==> config.mk <==
export PLATFORM = sky130hd
export DESIGN_NAME = bcd_seg_counter
export DESIGN_NICKNAME = d
export VERILOG_FILES = /design/src/rtl/bcd_seg_counter.sv
export SDC_FILE = /design/constraint.sdc
export NUM_CORES = 1
export LEC_CHECK = 0
export BUFFER_PORTS_ARGS = -buffer_cell sky130_fd_sc_hd__buf_4
export CORE_MARGIN = 1
export CORE_UTILIZATION = 45
export DETAILED_ROUTE_END_ITERATION = 6
export PLACE_DENSITY = 0.78
export SLEW_MARGIN = 20
export SYNTH_ARGS = -nofsm -noshare
export SYNTH_HDL_FRONTEND = slang
export SYNTH_SLANG_ARGS = --single-unit
==> constraint.sdc <==
create_clock -name clk -period 4.9 [get_ports clk]
set_input_delay 0 -clock clk [delete_from_list [all_inputs] [get_ports clk]]
set_output_delay 0 -clock clk [all_outputs]
set_load 0.005 [all_outputs]
==> src/rtl/bcd_seg_counter.sv <==
// Parameterised up/down BCD counter with synchronous load, modulus wrap and
// a combinational seven-segment decode (optional leading-zero blanking).
module bcd_seg_counter #(
   parameter int DIGITS         = 2,
   parameter int MODULUS        = 100,
   parameter int BLANK_LZ       = 1,
   parameter int SEG_ACTIVE_LOW = 1
) (
   input  logic                clk,
   input  logic                rst,
   input  logic                en,
   input  logic                up,
   input  logic                load,
   input  logic [4*DIGITS-1:0] load_val,
   output logic [4*DIGITS-1:0] count_bcd,
   output logic [7*DIGITS-1:0] result,
   output logic                wrap,
   output logic                load_err
);

   localparam int W = 4 * DIGITS;

   function automatic logic [W-1:0] to_bcd(input int v);
      int t;
      logic [W-1:0] r;
      t = v;
      r = '0;
      for (int i = 0; i < DIGITS; i++) begin
         r[i*4 +: 4] = 4'(t % 10);
         t = t / 10;
      end
      return r;
   endfunction

   localparam logic [W-1:0] MAX_BCD = to_bcd(MODULUS - 1);

   // Patterns are held active-low and inverted at the output when needed.
   function automatic logic [6:0] seg_pattern(input logic [3:0] d);
      logic [6:0] p;
      case (d)
         4'd0:    p = 7'b0000001;
         4'd1:    p = 7'b1001111;
         4'd2:    p = 7'b0010010;
         4'd3:    p = 7'b0000110;
         4'd4:    p = 7'b1001100;
         4'd5:    p = 7'b0100100;
         4'd6:    p = 7'b0100000;
         4'd7:    p = 7'b0001111;
         4'd8:    p = 7'b0000000;
         4'd9:    p = 7'b0000100;
         default: p = 7'b1111111;
      endcase
      return p;
   endfunction

   logic [W-1:0] count_q;
   logic [W-1:0] count_inc;
   logic [W-1:0] count_dec;
   logic         load_ok;
   logic         digits_ok;
   logic         carry;
   logic         borrow;
   logic         wrap_q;
   logic         load_err_q;

   // With every digit in 0..9, a plain binary compare orders BCD values correctly.
   always_comb begin
      digits_ok = 1'b1;
      for (int i = 0; i < DIGITS; i++) begin
         if (load_val[i*4 +: 4] > 4'd9) digits_ok = 1'b0;
      end
      load_ok = digits_ok && (load_val <= MAX_BCD);
   end

   always_comb begin
      count_inc = count_q;
      count_dec = count_q;
      carry     = 1'b1;
      borrow    = 1'b1;
      for (int i = 0; i < DIGITS; i++) begin
         if (carry) begin
            if (count_q[i*4 +: 4] == 4'd9) begin
               count_inc[i*4 +: 4] = 4'd0;
            end else begin
               count_inc[i*4 +: 4] = count_q[i*4 +: 4] + 4'd1;
               carry = 1'b0;
            end
         end
         if (borrow) begin
            if (count_q[i*4 +: 4] == 4'd0) begin
               count_dec[i*4 +: 4] = 4'd9;
            end else begin
               count_dec[i*4 +: 4] = count_q[i*4 +: 4] - 4'd1;
               borrow = 1'b0;
            end
         end
      end
   end

   always_ff @(posedge clk or posedge rst) begin
      if (rst) begin
         count_q    <= '0;
         wrap_q     <= 1'b0;
         load_err_q <= 1'b0;
      end else begin
         wrap_q     <= 1'b0;
         load_err_q <= 1'b0;
         if (load) begin
            if (load_ok) count_q <= load_val;
            else         load_err_q <= 1'b1;
         end else if (en) begin
            if (up) begin
               if (count_q == MAX_BCD) begin
                  count_q <= '0;
                  wrap_q  <= 1'b1;
               end else begin
                  count_q <= count_inc;
               end
            end else begin
               if (count_q == '0) begin
                  count_q <= MAX_BCD;
                  wrap_q  <= 1'b1;
               end else begin
                  count_q <= count_dec;
               end
            end
         end
      end
   end

   logic       upper_zero;
   logic [3:0] dig;
   logic [6:0] pat;

   // Walk from the top digit down; a digit blanks while everything above it is zero.
   always_comb begin
      result     = '0;
      upper_zero = 1'b1;
      dig        = 4'd0;
      pat        = 7'b1111111;
      for (int i = DIGITS - 1; i >= 0; i--) begin
         dig        = count_q[i*4 +: 4];
         upper_zero = upper_zero && (dig == 4'd0);
         if ((BLANK_LZ != 0) && (i != 0) && upper_zero) pat = 7'b1111111;
         else                                           pat = seg_pattern(dig);
         result[i*7 +: 7] = (SEG_ACTIVE_LOW != 0) ? pat : ~pat;
      end
   end

   assign count_bcd = count_q;
   assign wrap      = wrap_q;
   assign load_err  = load_err_q;

endmodule
# After elaboration in Yosys (flattened, before gate mapping)
# Memories as Yosys holds them, arrays and structs flattened.
# Cells that the tools add are included.
classes:
  magnitude_cmp: 3
  mux: 24
  eq_ne: 5
  add_sub_neg: 4
  reduce_logical: 8
ops:
  columns: ["cell", "count"]
  rows:
  - ["$mux 8", 6]
  - ["$mux 4", 6]
  - ["$mux 1", 11]
  - ["$add 4x1->4 const B", 2]
  - ["$eq 4x4->1 const B", 2]
  - ["$eq 8x8->1 const B", 1]
  - ["$gt 4x4->1 const B", 2]
  - ["$le 8x8->1 const B", 1]
  - ["$logic_not 4->1", 2]
  - ["$logic_not 8->1", 1]
  - ["$sub 4x1->4 const B", 2]
  - ["$mux 7", 1]
  - ["$ne 4x1->1 const B", 1]
  - ["$reduce_and 4->1", 1]
  - ["$reduce_bool 4->1", 1]
  - ["$ne 2x1->1 const B", 1]
  - ["$reduce_and 2->1", 1]
  - ["$reduce_bool 2->1", 1]
  - ["$logic_and 1x1->1", 1]
word_totals:
  elab_cells: 50
  out_inout_bits: 24
  mem_bits_ro: 224
  regBits: 10
  memories: 2
mem_list:
  columns: ["name", "depth", "width", "rd", "rd_ports_with_merged_regs", "write_ports", "line_no", "text"]
  rows:
  - ["(no name shown)", 16, 7, 1, 0, 0, "40", "case (d)"]
  - ["(no name shown)", 16, 7, 1, 0, 0, "40", null]

# Logic depth before layout (Yosys ltp)
# Gate-level depths: netlist of run 1.
depth:
  depth_word: 7
  depth_mapped: 7

# Worst setup path before layout of run 1
# No wires, ideal clock.
synth_timing:
  kind: "reg-to-reg"
  start: "register count_q[4], in the netlist count_bcd[4]"
  end: "register count_q[6], in the netlist count_bcd[6]"
  path_stages_with_launch: 7
  synth_period_minus_slack_ns: 1.783
  slack_ns: 3.117
  setup_ns: 0.124
  n_path_buf: 0
  arrival_time_ns: 1.658
  required_ns: 4.776
  cell_sequence: "dfrtp_1 > inv_1 > ha_1 > or3b_2 > a32oi_1 > o21ai_0 > o2bb2ai_1"
synth_via:
  elab_chain_cells: 7
  elab_cells_between_ends: 18
  cone_classes: "add/sub: 2; eq/ne: 3; mux: 9; reduce/logical: 4"
synth_rtl:
  columns: ["element", "line_no", "text"]
  rows:
  - ["from (decl)", "56", "logic [W-1:0] count_q;"]
  - ["from (signal assigned)", "109", "if (load_ok) count_q <= load_val;"]
  - ["from (signal assigned)", "117", "count_q <= count_inc;"]
  - ["from (signal assigned)", "124", "count_q <= count_dec;"]
  - ["$sub 4x1->4, or another cell as far along", "93", "count_dec[i*4 +: 4] = count_q[i*4 +: 4] - 4'd1;"]
  - ["$mux 4, on equally long branches", "90, 82", null]
  - ["$mux 4, on equally long branches", "89, 81", null]
  - ["$mux 8, on equally long branches", "120, 113", null]
  - ["$mux 8", "112", "if (up) begin"]
  - ["$mux 8", "111", "end else if (en) begin"]
  - ["$mux 8", "108", "if (load) begin"]
# Parallel ways exist; a longest one is shown, timed or not. The select of a mux whose other input is x is not followed.
# A chain may end at the register's enable or synchronous reset.

# Worst setup path after layout of run 1
layout_timing:
  start: "register count_q[1], in the netlist count_bcd[1]"
  end: "register count_q[5], in the netlist count_bcd[5]"
layout_via:
  elab_chain_cells: 5
  elab_cells_between_ends: 14
  cone_classes: "eq/ne: 3; mux: 7; reduce/logical: 4"
layout_rtl:
  columns: ["element", "line_no"]
  rows:
  - ["$eq 8x8->1 or $logic_not 8->1 (tied branches)", "113, 120"]
  - ["$mux 8, on equally long branches", "113, 120"]
  - ["$mux 8", "112"]
  - ["$mux 8", "111"]
  - ["$mux 8", "108"]
# Parallel ways exist; a longest one is shown, timed or not. The select of a mux whose other input is x is not followed.

==> summary.txt, run 1 <==
CTS tree = yes
Clock latency on the worst-skew pair = 260 ps
Master of the slowest instance on the critical path = sky130_fd_sc_hd__dfrtp_1
Syn avg cell area = 7.35 sq um
Power density over cell area = 465 mW/mm^2
Hold_ws = 11.1 ps
RSZ-0062 raised after global routing = false
H-tree level count = 1
Total Neg Setup Slack = 0 ps
Worst setup path endpoint = count_bcd[5]$_DFFE_PP0P_
Starting utilization of the core area = 49.6%
Most common library cells after synthesis = 19 x sky130_fd_sc_hd__nand2_1, 17 x sky130_fd_sc_hd__nor2_1
Slack of the worst reg-to-reg path = 2760 ps
Max Cap Violations = 0
Overall Global Routing Usage = 24.3%
Achievable clock frequency = 467 MHz
Weighted congestion at the end of routability-driven global placement = 0.896
Post-route design area = 0.00144 sq mm
Detailed-route DRC error count = 0
Critical-path cell list = inv_1 -> ha_1 -> and3b_1 -> a211oi_1 -> nor2_1 -> o21ai_0
First-pass GRT wire length = 5090 um
Worst-margin pin slew = 685 ps
Share of the synthesized area in the top cell type = 22.0%
Number of nets with antenna violations after detailed routing = 0
Required arrival time at the worst endpoint = 5070 ps
Antenna violations before repair = 0
Data arrival time of the critical path = 2310 ps
Number of clock sinks = 10
Main flop type after synthesis = sky130_fd_sc_hd__dfrtp_1
CP startpoint kind = register
Maximum number of buffers from clock root to sink = 2
Buffer cell driving the clock tree root = sky130_fd_sc_hd__clkbuf_4
NumNets Final = 212
Clock buffer count from CTS = 3
Final clock period utilization by the worst path = 43.7%
Peak supply drop = 0.312 mV
Run status = finished clean
Post-detailed-placement half-perimeter wirelength = 2260 um
Count leader, synth = sky130_fd_sc_hd__nand2_1
Number of core rows = 17
Number of buffers inserted to repair setup after CTS = 0
Syn Std Cell Area = 0.00114 sq mm
Synthesized netlist cell count = 155
Quantity of gates resized following cts = 0
Count of hold-fix buffers inserted at cts = 1
Worst Hold Depth = 3
Post-synth cell types = 44
FF-to-FF path depth = 6
Hold crit path type = input pin to register
Cell taking the most area after synthesis = sky130_fd_sc_hd__dfrtp_1
Leading cell types by total area after synthesis = sky130_fd_sc_hd__dfrtp_1 22%, sky130_fd_sc_hd__ha_1 11%, sky130_fd_sc_hd__nand2_1 6.3%
Fraction of layout instances using a drive strength above 1 = 24.6%
Floorplan die width = 52.3 um
Clock-pin slew on the worst setup and hold paths = 60 ps
Critical Path End Type = register
Vertical die dimension = 52.3 um
Placed Instance Area = 0.00141 sq mm
Initial DRC Count = 16
Worst R2R Start = count_bcd[1]$_DFFE_PP0P_
Area growth from synthesis to layout = 26.6%
Headroom to the max-slew limit = 54.1%
Worst stage delay on the critical path = 530 ps
Capture instance of the worst register-to-register path = count_bcd[5]$_DFFE_PP0P_
Fin crit period = 2140 ps
Core Box Area = 0.00230 sq mm
Total instance count after detailed placement = 211
Yosys warning total = 0
Count of inserted antenna diode cells = 0
Number of global-route vias before repair = 1195
Seq/Total Area, Yosys = 22.0%
Vias after detailed routing = 1245
Number of synthesized flops with an enable pin = 0
Number of top-level design ports = 37
Final hold violation count = 0
Max Clock Skew = 2.86 ps
Total of endpoints with negative setup slack in the final report = 0
Number of detailed-routing iterations run before antenna repair = 4
Synthesized net count = 178
Total of buffers placed on input and output ports = 36
Number of flip-flops and latches in the synthesized netlist = 10
Worst setup path category = register to register
Per-cell via count in the routed design = 5.79
Static Leakage = 0.665 nW
Final Slew Violations = 0
Critical Path Start = count_bcd[1]$_DFFE_PP0P_
Final std cells w/o fill = 215
Average routed wire per standard cell = 13.8 um
Die area = 0.00274 sq mm
Fraction of synthesis flops using an asynchronous set or reset pin = 100%
Overflow after GRT = 0
Total wirelength of the detailed-routed design = 2960 um
Highest net fanout along the worst path = 10
Largest net degree at the start of global routing = 20
-- state kept, by name, indices dropped and copies added (netlist names) --
| register | flops |
|---|---|
| load_err | 1 |
| wrap | 1 |
| count_bcd | 8 |
-- kinds of logic after synthesis --
logic type | share of synthesized area (%)
AO/OA/AOI/OAI | 29.8
AND/OR/NAND/NOR | 28.2
flip-flops | 22.0
multiplexers | 2.74
adder cells (fa/ha/maj) | 11.0
buffers and inverters | 6.37
-- cells in the final DEF (no fill, tap or decap), types with 2 or more instances in the layout --
| master | Yosys | final |
|---|---|---|
| sky130_fd_sc_hd__buf_4 | 0 | 36 |
| sky130_fd_sc_hd__nand2_1 | 19 | 19 |
| sky130_fd_sc_hd__nor2_1 | 17 | 17 |
| sky130_fd_sc_hd__o21ai_0 | 10 | 10 |
| sky130_fd_sc_hd__a21oi_1 | 10 | 10 |
| sky130_fd_sc_hd__ha_1 | 10 | 10 |
| sky130_fd_sc_hd__dfrtp_1 | 10 | 10 |
| sky130_fd_sc_hd__inv_1 | 9 | 9 |
| sky130_fd_sc_hd__nand2b_1 | 7 | 7 |
| sky130_fd_sc_hd__o211ai_1 | 5 | 5 |
| sky130_fd_sc_hd__o31ai_1 | 5 | 5 |
| sky130_fd_sc_hd__nor2b_1 | 4 | 4 |
| sky130_fd_sc_hd__nor3_1 | 3 | 3 |
| sky130_fd_sc_hd__clkbuf_4 | 0 | 3 |
| sky130_fd_sc_hd__or3_1 | 2 | 2 |
| sky130_fd_sc_hd__a311o_1 | 2 | 2 |
| sky130_fd_sc_hd__a211oi_1 | 2 | 2 |
| sky130_fd_sc_hd__and4_1 | 2 | 2 |
| sky130_fd_sc_hd__nor3b_1 | 2 | 2 |
| sky130_fd_sc_hd__a31oi_1 | 2 | 2 |
| sky130_fd_sc_hd__mux2i_1 | 2 | 2 |
| sky130_fd_sc_hd__or2_2 | 2 | 2 |
-- critical path, delay by kind of cell, from the launching register on --
family,cells,cell delay (ps)
and+or+nand+nor,2,400
AOI/OAI and AO/OA,2,730
adders and majority gates,1,250
DFF,1,530
buffers and inverters,1,140
-- final cells by class --
type                    count  area [sq um]
fillers                   216           855
multi-input cells         127           817
repair buffers             37           280
flip-flops and latches     10           250
inverters                  10          37.5
well taps                  28          35.0
clock buffers               3          22.5
-- metal layers --
layer,global-route usage [%],vias to the layer above,part of all wire [%]
met5,0,-,0
li1,-,623,-
met3,5.80,4,4.8
met1,29.1,581,45
met2,43.5,37,49
met4,5.26,0,1.1
-- through the flow --
step / power (mW) / worst slack, ps / utilization, %
after global routing: 0.740 / 2620 / 62.8
after floorplan: 0.420 / 3120 / -
after CTS: 0.676 / 2760 / 62.8
after detailed placement: 0.614 / 2810 / 61.4
final: 0.671 / 2760 / 62.8
after global placement: 0.611 / 2860 / 61.4
-- power breakdown --
| part | internal (mW) | switching (mW) | leakage (nW) | total (mW) |
|---|---|---|---|---|
| logic | 0.234 | 0.209 | 0.530 | 0.443 |
| clock network | 0.0283 | 0.0272 | 0.0138 | 0.0555 |
| registers | 0.104 | 0.0691 | 0.121 | 0.173 |
-- how the worst min path moves through the flow --
stage,start,to,slack (ps)
after floorplan,rst,count_bcd[0]$_DFFE_PP0P_,-160
after global placement,rst,count_bcd[7]$_DFFE_PP0P_,7
after detailed placement,rst,count_bcd[7]$_DFFE_PP0P_,20
after CTS,en,wrap$_DFF_PP0_,3
after global routing,en,wrap$_DFF_PP0_,20
final,en,wrap$_DFF_PP0_,10
(Power assumes the default switching activity.)
==> inputs of run 2 (changes only) <==
--- a/config.mk
+++ b/config.mk
@@ -5,11 +5,12 @@
 export SDC_FILE = /design/constraint.sdc
 export NUM_CORES = 1
 export LEC_CHECK = 0
+export ABC_AREA = 1
 export BUFFER_PORTS_ARGS = -buffer_cell sky130_fd_sc_hd__buf_4
 export CORE_MARGIN = 1
 export CORE_UTILIZATION = 45
 export DETAILED_ROUTE_END_ITERATION = 6
-export PLACE_DENSITY = 0.78
+export PLACE_DENSITY = 0.81
 export SLEW_MARGIN = 20
 export SYNTH_ARGS = -nofsm -noshare
 export SYNTH_HDL_FRONTEND = slang
==> constraint.sdc (replaced) <==
create_clock -name clk -period 1.75 [get_ports clk]
set_input_delay 0 -clock clk [delete_from_list [all_inputs] [get_ports clk]]
set_output_delay 0 -clock clk [all_outputs]
set_load 0.005 [all_outputs]
==> run 2 against run 1 <==
First-iteration DRC count up 130%. Critical path depth unchanged. Sequential power up 130%. Critical endpoint is now result[13].
==> summary.txt, run 2 <==
Run status = finished clean
Leading cell types by total area after synthesis = sky130_fd_sc_hd__dfrtp_1 22%, sky130_fd_sc_hd__nand2_1 19%, sky130_fd_sc_hd__ha_1 11%
Met2 Track Usage GR = 52.1% (+8.7 points)
Global routing usage on met1 = 26.9% (-2.2 points)
Number of nets with antenna violations after detailed routing = 0 (unchanged)
Final hold violation count = 0 (unchanged)
Syn Std Cell Area = 0.00113 sq mm (-0.88%)
Synth Area in Simple Gates = 39.4% (+11 points)
CP startpoint kind = register
Data arrival time of the critical path = 1690 ps (-620 ps)
Achievable clock frequency = 591 MHz
Clock-pin slew on the worst setup and hold paths = 80 ps (+20 ps)
Largest net degree at the start of global routing = 12 (-40%)
Top Usage Layer GRT = met2
Vertical die dimension = 52.1 um (-0.43%)
Core Box Area = 0.00230 sq mm (unchanged)
H-tree level count = 1 (unchanged)
Combinational family with the most area after synthesis = simple AND/OR/NAND/NOR gates
CP bufs+invs = 2 (+1)
Final clock period utilization by the worst path = 96.7%
Worst setup path category = register to output port
Number of flip-flops and latches in the synthesized netlist = 10 (unchanged)
Buffer cell driving the clock tree root = sky130_fd_sc_hd__clkbuf_4
Max reg flops = 8 (unchanged)
Synthesized net count = 200 (+12%)
Detailed-route DRC error count = 0 (unchanged)
Average routed wire per standard cell = 13.5 um (-1.9%)
Number of detailed-routing iterations run before antenna repair = 5 (+1)
Initial DRC Count = 37 (+21)
Overall Global Routing Usage = 25.6% (+1.3 points)
Peak supply drop = 0.982 mV (+210%)
Worst-margin pin slew = 395 ps (-291 ps)
Synth Area in Compound Gates = 17.8% (-12 points)
Maximum number of buffers from clock root to sink = 2 (unchanged)
Count leader, synth = sky130_fd_sc_hd__nand2_1
Final Slew Violations = 0 (unchanged)
CTS tree = yes
Antenna violations before repair = 0 (unchanged)
Power density over cell area = 1340 mW/mm^2 (+190%)
Number of synthesized flops with an enable pin = 0 (unchanged)
Highest net fanout along the worst path = 7 (-3)
Cell taking the most area after synthesis = sky130_fd_sc_hd__dfrtp_1
Hold crit path type = input pin to register
Share of the synthesized area in the top cell type = 22.1% (+0.19 points)
Number of filler cells placed in the layout = 204 (-5.6%)
Critical Path End Type = output port
Area taken by multi-input logic gates = 785 sq um (-4.0%)
Total instance count after detailed placement = 241 (+14%)
First-pass GRT wire length = 5170 um (+1.5%)
Post-detailed-placement half-perimeter wirelength = 2500 um (+11%)
Post-Synth XOR/XNOR Area = 0% (unchanged)
Max Cap Violations = 0 (unchanged)
Register area = 254 sq um (+1.5%)
Overflow after GRT = 0 (unchanged)
Master of the slowest instance on the critical path = sky130_fd_sc_hd__dfrtp_2
Static Leakage = 0.829 nW (+25%)
Fin crit period = 1690 ps
Placed Instance Area = 0.00143 sq mm (+1.6%)
Post-synth cell types = 26 (-41%)
Area growth from synthesis to layout = 35.2%
Cell family with the largest share of critical-path delay = flip-flops
Most common library cells after synthesis = 56 x sky130_fd_sc_hd__nand2_1, 17 x sky130_fd_sc_hd__inv_1, 15 x sky130_fd_sc_hd__o21ai_0
Total of buffers placed on input and output ports = 36 (unchanged)
Met3 usage in global routing = 5.26% (-0.53 points)
Clock latency on the worst-skew pair = 270 ps (about the same)
Worst stage delay on the critical path = 400 ps (-130 ps)
Number of top-level design ports = 37 (unchanged)
Final std cells w/o fill = 250 (+16%)
Yosys warning total = 0 (unchanged)
Mux cell area share after synthesis = 0% (-2.7 points)
Die area = 0.00271 sq mm (-0.86%)
Main flop type after synthesis = sky130_fd_sc_hd__dfrtp_1
Floorplan die width = 52.1 um (-0.43%)
Count of inserted antenna diode cells = 0 (unchanged)
Synthesized netlist cell count = 177 (+14%)
Number of clock sinks = 10 (unchanged)
Per-cell via count in the routed design = 5.50 (-5.0%)
Syn avg cell area = 6.38 sq um (-13%)
Fraction of layout instances using a drive strength above 1 = 30.6% (+6.0 points)
Headroom to the max-slew limit = 73.7% (+20 points)
Required arrival time at the worst endpoint = 1750 ps (-3320 ps)
Max Clock Skew = 1.09 ps (-1.77 ps)
Total wirelength of the detailed-routed design = 3380 um (+14%)
Top library cells by usage in the layout, fill and taps aside = 56 x sky130_fd_sc_hd__nand2_1, 43 x sky130_fd_sc_hd__buf_4, 17 x sky130_fd_sc_hd__inv_1
Critical-path cell list = buf_4 -> ha_1 -> or2_2 -> o21ai_1 -> o21ai_0 -> buf_4
Post-synthesis adder-cell area fraction = 11.1% (+0.097 points)
Post-route design area = 0.00153 sq mm (+5.9%)
Most common cell after layout, fill and taps aside = sky130_fd_sc_hd__nand2_1
Clock buffer count from CTS = 3 (unchanged)
Total of endpoints with negative setup slack in the final report = 0 (unchanged)
Starting utilization of the core area = 49.2% (-0.44 points)
Number of global-route vias before repair = 1172 (-1.9%)
Utilization of the core after routing = 66.5% (+3.7 points)
Weighted congestion at the end of routability-driven global placement = 0.957 (+6.8%)
Fraction of synthesis flops using an asynchronous set or reset pin = 100% (unchanged)
NumNets Final = 246 (+16%)
Seq/Total Area, Yosys = 22.1% (+0.19 points)
Most frequent cell on the critical path = sky130_fd_sc_hd__buf_4
Number of core rows = 17 (unchanged)
Vias after detailed routing = 1376 (+11%)
## run 2: changes by cell type after synthesis, moves of 4 or more
| cell | change |
|---|---|
| sky130_fd_sc_hd__a21oi_1 | -5 |
| sky130_fd_sc_hd__nand2b_1 | -7 |
| sky130_fd_sc_hd__o21ai_1 | +6 |
| sky130_fd_sc_hd__nand2_2 | +4 |
| sky130_fd_sc_hd__nor2b_1 | -4 |
| sky130_fd_sc_hd__o31ai_1 | -5 |
| sky130_fd_sc_hd__nand3_1 | +12 |
| sky130_fd_sc_hd__nor2_1 | -4 |
| sky130_fd_sc_hd__nand2_1 | +37 |
| sky130_fd_sc_hd__clkbuf_1 | -4 |
| sky130_fd_sc_hd__inv_1 | +8 |
| sky130_fd_sc_hd__o21ai_0 | +5 |
## run 2: kinds of logic after synthesis
group / after synthesis
and+or+nand+nor: 98
AOI/OAI and AO/OA: 35
buffers and inverters: 24
adders and majority gates: 10
DFF: 10
## run 2: report_power, final
group | leakage (nW) | internal, mW | switching (mW) | total, mW
sequential | 0.121 | 0.292 | 0.103 | 0.395
combinational | 0.686 | 0.677 | 0.750 | 1.43
clock | 0.0210 | 0.127 | 0.0964 | 0.223
## run 2: timing repair
item	in CTS	in global routing
endpoints found under the setup margin	5	5
endpoints found under the hold margin	11	0
buffers inserted	1	2
hold buffers	2	0
resized for setup	2	5
## run 2: cell type report
cell class | count | area share [%]
well taps | 28 | 2.29
multi-input cells | 143 | 51.4
inverters | 20 | 4.91
flip-flops and latches | 10 | 16.6
clock buffers | 4 | 2.38
repair buffers | 45 | 22.4
## run 2: worst paths after layout
check                                         start                        to  cells past startpoint  slack (ps)
min                                     load_val[6]        load_err$_DFF_PP0_                      3           5
min reg2reg                count_bcd[5]$_DFFE_PP0P_  count_bcd[5]$_DFFE_PP0P_                      2         640
max in group asynchronous                       rst  count_bcd[7]$_DFFE_PP0P_                      3        1180
max reg2reg                count_bcd[0]$_DFFE_PP0P_  count_bcd[5]$_DFFE_PP0P_                      8         180
min in group asynchronous                       rst  count_bcd[5]$_DFFE_PP0P_                      3         270
max                        count_bcd[4]$_DFFE_PP0P_                result[13]                      6          60
## run 2: tightest hold or removal path, cell delays in order
cell and delay [ps]:
sky130_fd_sc_hd__buf_4 100, sky130_fd_sc_hd__o21ai_2 80, sky130_fd_sc_hd__nand2_1 70
## run 2: layer usage
metal  vias to the layer above  wire length, um
li1                        668                -
met3                        12              180
met5                         -                0
met4                         0               63
met2                        67             1830
met1                       629             1310
## run 2: metrics by stage
stage / setup WS (ps) / power (mW) / hold slack [ps] / setup TNS [ps]
2_1_floorplan: 329 / 1.11 / -160 / 0
3_3_place_gp: 283 / 1.67 / 6.95 / 0
3_5_place_dp: 181 / 1.70 / 12.2 / 0
4_1_cts: 24.8 / 1.95 / 2.16 / 0
5_1_grt: -5.37 / 2.20 / 4.75 / -5.37
6_report: 58.2 / 2.04 / 4.82 / 0
